<file path="config.mk">
export PLATFORM = sky130hd
export DESIGN_NAME = cp0_unit
export DESIGN_NICKNAME = d
export VERILOG_FILES = /design/src/rtl/cp0_unit_pkg.sv /design/src/rtl/cp0_req_gen.sv /design/src/rtl/cp0_unit.sv
export SDC_FILE = /design/constraint.sdc
export NUM_CORES = 1
export LEC_CHECK = 0
export BUFFER_PORTS_ARGS = -buffer_cell sky130_fd_sc_hd__clkbuf_2
export CORE_MARGIN = 4
export CORE_UTILIZATION = 45
export CTS_CLUSTER_DIAMETER = 50
export DETAILED_ROUTE_END_ITERATION = 6
export GPL_TIMING_DRIVEN = 0
export PLACE_DENSITY = 0.8
export SYNTH_ARGS = -nofsm -noshare
export SYNTH_HDL_FRONTEND = slang
export SYNTH_SLANG_ARGS = --single-unit
</file>
<file path="constraint.sdc">
create_clock -name clk -period 4.2 [get_ports clk]
set_clock_uncertainty 0.1 [all_clocks]
set_input_delay 0.42 -clock clk [delete_from_list [all_inputs] [get_ports clk]]
set_output_delay 0.42 -clock clk [all_outputs]
set_load 0.05 [all_outputs]
</file>
<file path="src/rtl/cp0_unit_pkg.sv">
// cp0_unit_pkg: shared CP0 constants (exception codes, register numbers, handler address, field positions)
package cp0_unit_pkg;
  localparam logic [4:0] EXC_INT = 5'd0;
  localparam logic [4:0] EXC_ADEL = 5'd4;
  localparam logic [4:0] EXC_ADES = 5'd5;
  localparam logic [4:0] EXC_SYSCALL = 5'd8;
  localparam logic [4:0] EXC_RI = 5'd10;
  localparam logic [4:0] EXC_OV = 5'd12;
  localparam logic [4:0] REG_SR = 5'd12;
  localparam logic [4:0] REG_CAUSE = 5'd13;
  localparam logic [4:0] REG_EPC = 5'd14;
  localparam logic [31:0] HANDLER_ADDR = 32'h0000_4180;
  localparam int SR_IM_HI = 15;
  localparam int SR_IM_LO = 10;
  localparam int SR_EXL = 1;
  localparam int SR_IE = 0;
  localparam int CAUSE_BD = 31;
  localparam int CAUSE_IP_HI = 15;
  localparam int CAUSE_IP_LO = 10;
  localparam int CAUSE_EXC_HI = 6;
  localparam int CAUSE_EXC_LO = 2;
endpackage

</file>
<file path="src/rtl/cp0_req_gen.sv">
// cp0_req_gen: combinational interrupt/exception request and ExcCode selection
import cp0_unit_pkg::*;
module cp0_req_gen (
  input  logic [5:0] hw_int,
  input  logic [5:0] im,
  input  logic       ie,
  input  logic       exl,
  input  logic [4:0] exc_code_in,
  output logic       int_req,
  output logic       exc_req,
  output logic       req,
  output logic [4:0] exc_code
);
  assign int_req = |(hw_int & im) & ie & ~exl;
  assign exc_req = (exc_code_in != 5'd0) & ~exl;
  assign req = int_req | exc_req;
  assign exc_code = int_req ? EXC_INT : exc_code_in;
endmodule

</file>
<file path="src/rtl/cp0_unit.sv">
// cp0_unit: MIPS CP0 with SR/Cause/EPC and exception/interrupt request generation.
// Hardware interrupts are compiled in only when CP0_HWINT_EN is defined.
import cp0_unit_pkg::*;
module cp0_unit (
  input  logic        clk,
  input  logic        reset,
  input  logic        en,
  input  logic [4:0]  CP0Add,
  input  logic [31:0] CP0In,
  output logic [31:0] CP0Out,
  input  logic [31:0] VPC,
  input  logic        BDIn,
  input  logic [4:0]  ExcCodeIn,
  input  logic [5:0]  HWInt,
  input  logic        EXLClr,
  output logic [31:0] EPCOut,
  output logic        Req
);
  logic [5:0] im, ip, hw_eff;
  logic exl, ie, bd, int_req, exc_req;
  logic [4:0] exc_code, exc_sel;
  logic [31:0] epc, sr_val, cause_val, pc_al;
`ifdef CP0_HWINT_EN
  assign hw_eff = HWInt;
`else
  logic unused_hw;
  assign hw_eff = 6'd0;
  assign unused_hw = ^HWInt;
`endif
  cp0_req_gen u_req (
    .hw_int(hw_eff),
    .im(im),
    .ie(ie),
    .exl(exl),
    .exc_code_in(ExcCodeIn),
    .int_req(int_req),
    .exc_req(exc_req),
    .req(Req),
    .exc_code(exc_sel)
  );
  assign pc_al = VPC & ~32'd3;
  assign sr_val = {16'h0, im, 8'h0, exl, ie};
  assign cause_val = {bd, 15'h0, ip, 3'h0, exc_code, 2'h0};
  assign CP0Out = CP0Add == REG_SR ? sr_val : CP0Add == REG_CAUSE ? cause_val : CP0Add == REG_EPC ? epc : 32'h0;
  assign EPCOut = epc;
  always_ff @(posedge clk) begin
    if (reset) begin
      im <= '0;
      exl <= 1'b0;
      ie <= 1'b0;
      bd <= 1'b0;
      ip <= '0;
      exc_code <= '0;
      epc <= '0;
    end else begin
      ip <= hw_eff;
      if (Req) begin
        exl <= 1'b1;
        bd <= BDIn;
        exc_code <= exc_sel;
        epc <= BDIn ? pc_al - 32'd4 : pc_al;
      end else begin
        if (EXLClr) exl <= 1'b0;
        if (en && CP0Add == REG_SR) begin
          im <= CP0In[SR_IM_HI:SR_IM_LO];
          exl <= CP0In[SR_EXL];
          ie <= CP0In[SR_IE];
        end
        if (en && CP0Add == REG_EPC) epc <= CP0In;
      end
    end
  end
endmodule

</file>
==> impl_metrics.yaml <==
synth:
  synthCells: 347
  synth_compound_gate_area_share_pct: 17.5
  synthDistinctLibCells: 43
  muxShareOfSynthArea_pct: 5.81
  synth_top_area_cell: "dfxtp_1"
  yosysWarnings: 0
  synth_top_family_by_area: "simple AND/OR/NAND/NOR gates"
  yosysTopAreaCellShare_pct: 33.2
  synth.most_common_cell: "nand2_1"
  ys_ff_latch: 46
  syn_area_per_cell_um2: 8.00
  ys_seq_area_share_pct: 33.2
  netlist_top_cells_count: "nand2_1, dfxtp_1, and3_1"
  syn_area_um2: 2780
  synth_area_leaders: "dfxtp_1, nand2_1, and3_1"
  synth_edf_count: 0
  synth-simple-area-share_pct: 30.1
  async_reset_ff_share_pct: 0
  yosys_most_used_dff: "dfxtp_1"
  synth_fa_ha_area_share_pct: 0.451
  synth_xor_xnor_area_share_pct: 8.52
  syn-num-nets: 433
die:
  die_w_um: 86.6
  core_area_um2: 5960
  die_h_um: 86.6
  die_area_um2: 7490
  initial_core_util_pct: 46.6
  rows: 28
  pin_count: 150
cts:
  cts_buffers: 5
  ctsHoldBuffers: 0
  cts_max_level: 2
  clkSlewWorstSetupHoldPaths_ns: 0.08
  clockRootBuffer: "clkbuf_8"
  cts.path.max_buffers: 2
  cts_tree: "done"
  post_cts_resize_count: 0
  clock_latency_ns: 0.30
  cts_setup_buffers: 0
  clock-sinks: 46
power:
  power_density_nw_per_um2: 311
  p_leak_nw: 1.73
  ir_worst_vdd_mv: 0.191
grt:
  grtUsageTotal_pct: 24.7
  grt_pass1_wl_um: 14700
  grtUsageMet2_pct: 43.0
  grt.overflow.total: 0
  met3_usage_pct: 4.47
  antenna_found_initial: 0
  busiest_layer: "met2"
  grt_pass1_vias: 3091
  grt_max_degree: 15
  use_met1_pct: 30.5
setup_path:
  slowest_delay_ns: 0.54
  crit_arrival_ns: 2.52
  path_class: "in2out"
  startpoint_type: "primary input"
  path_buf_inv: 5
  cp-endpoint: "Req"
  r2r_slack_ns: 2.11
  crit_start: "ExcCodeIn[4]"
  crit_slowest_cell: "or4_1"
  worstPathCellList: "clkbuf_2, or4_1, o21bai_1, inv_1, clkbuf_1, clkbuf_1, clkbuf_2"
  timing.rr.start: "exl"
  required_ns: 3.68
  critPathMaxFanout: 10
  r2r_cells: 5
  end_kind: "output pin"
  crit_family: "buffers and inverters"
  cp.depth: 7
  r2r_end: "EPCOut[26]"
place:
  dp_cells: 562
  gp_congestion: 0.886
  port_buffers: 140
  dpl.hpwl_um: 7380
timing:
  slew_violations: 0
  fmax_ghz: 0.329
  finalSetupViolations: 0
  post-route-period-util_pct: 72.3
  slew_headroom_pct: 53.6
  worst_slew_pin_slew_ns: 0.690
  setup_tns_ns: 0
  layout_min_cycle_time_ns: 3.04
  finalHoldViolCount: 0
  rsz0062_at_grt: "no"
run:
  cap_violations: 0
routing:
  drc: 0
  ant_nets: 0
  totalWireLength_um: 9560
  drt-vias-per-instance: 5.57
  vias: 3175
  drt-pass1-iter-count: 5
  avgRoutedWirePerCell_um: 16.8
  drt_iter0_markers: 182
cells_and_area:
  drive_gt1_share_pct: 31.1
  stdcell_count: 570
  multiInputGateArea_um2: 1730
  fill_cells: 571
  fin_nets: 580
  area_delta_synth_final_pct: 32.5
  utilization_pct: 61.8
  register_area_um2: 921
  diodes: 0
status:
  outcome: "complete, no violations"
worst_hold_path:
  hp-class: "in2reg"
## per-stage QoR
step / hold WS [ns] / area (um2) / total power [mW] / setup WS, ns
after floorplan: 0.336 / 2780 / 0.709 / 1.77
after global placement: 0.359 / 3570 / 0.816 / 1.19
after detailed placement: 0.364 / 3570 / 0.822 / 1.21
after CTS: 0.258 / 3680 / 1.15 / 1.21
after global routing: 0.262 / 3680 / 1.20 / 1.03
final: 0.263 / 3680 / 1.15 / 1.16
## flip-flops by register name (all words and copies together), names as in the netlist
signal    count
bd            1
ie            1
exl           1
im            6
EPCOut       32
exc_code      5
## how the worst min path moves through the flow
stage	start	to	cells past startpoint
after detailed placement	bd	bd	2
after floorplan	bd	bd	2
after global placement	bd	bd	2
final	CP0In[20]	EPCOut[20]	3
after global routing	CP0In[3]	EPCOut[3]	3
after CTS	CP0In[15]	EPCOut[15]	3
## cells by family after synthesis
family	after synthesis
AND/OR/NAND/NOR	160
multiplexers	16
buffers and inverters	32
XOR/XNOR	27
flip-flops	46
adder cells (fa/ha/maj)	1
AO/OA/AOI/OAI	65
## tightest hold or removal path: cells and delay by family
family                 cells  cell delay (ns)
buffers and inverters      1             0.08
AOI/OAI and AO/OA          1             0.06
and+or+nand+nor            1             0.05
## placed cells by master (no fill, tap or decap), types with 7 or more instances in the layout
| cell | Yosys | final |
|---|---|---|
| a311oi_1 | 7 | 7 |
| nor3_1 | 8 | 8 |
| clkbuf_1 | 27 | 27 |
| and3_1 | 32 | 32 |
| clkbuf_2 | 0 | 140 |
| nor2_1 | 29 | 29 |
| a21oi_1 | 15 | 15 |
| a22o_1 | 14 | 14 |
| a211oi_1 | 13 | 13 |
| a221oi_1 | 8 | 8 |
| xnor2_1 | 8 | 8 |
| mux2i_1 | 15 | 15 |
| nand2_1 | 54 | 54 |
| dfxtp_1 | 46 | 46 |
| xor2_1 | 19 | 19 |
## routing by layer
layer / wire length [um] / vias to the layer above
met1: 3850 / 1465
met5: 0 / -
li1: - / 1546
met4: 188 / 0
met3: 760 / 19
met2: 4760 / 145
## where the power goes
group | total (mW) | internal (mW) | switching, mW
Sequential | 0.495 | 0.469 | 0.0256
Combinational | 0.321 | 0.0983 | 0.223
Clock | 0.330 | 0.175 | 0.155
Total | 1.15 | 0.743 | 0.403
## area by class of cell
class,count,area share (%)
buffer,29,2.99
clock buffer,5,1.87
clock inverter,3,1.09
inverter,3,0.306
multi-input combinational,269,47.1
sequential,46,25.0
tap,75,2.55
timing repair buffer,140,19.0
Power figures use the tool's default switching activity.
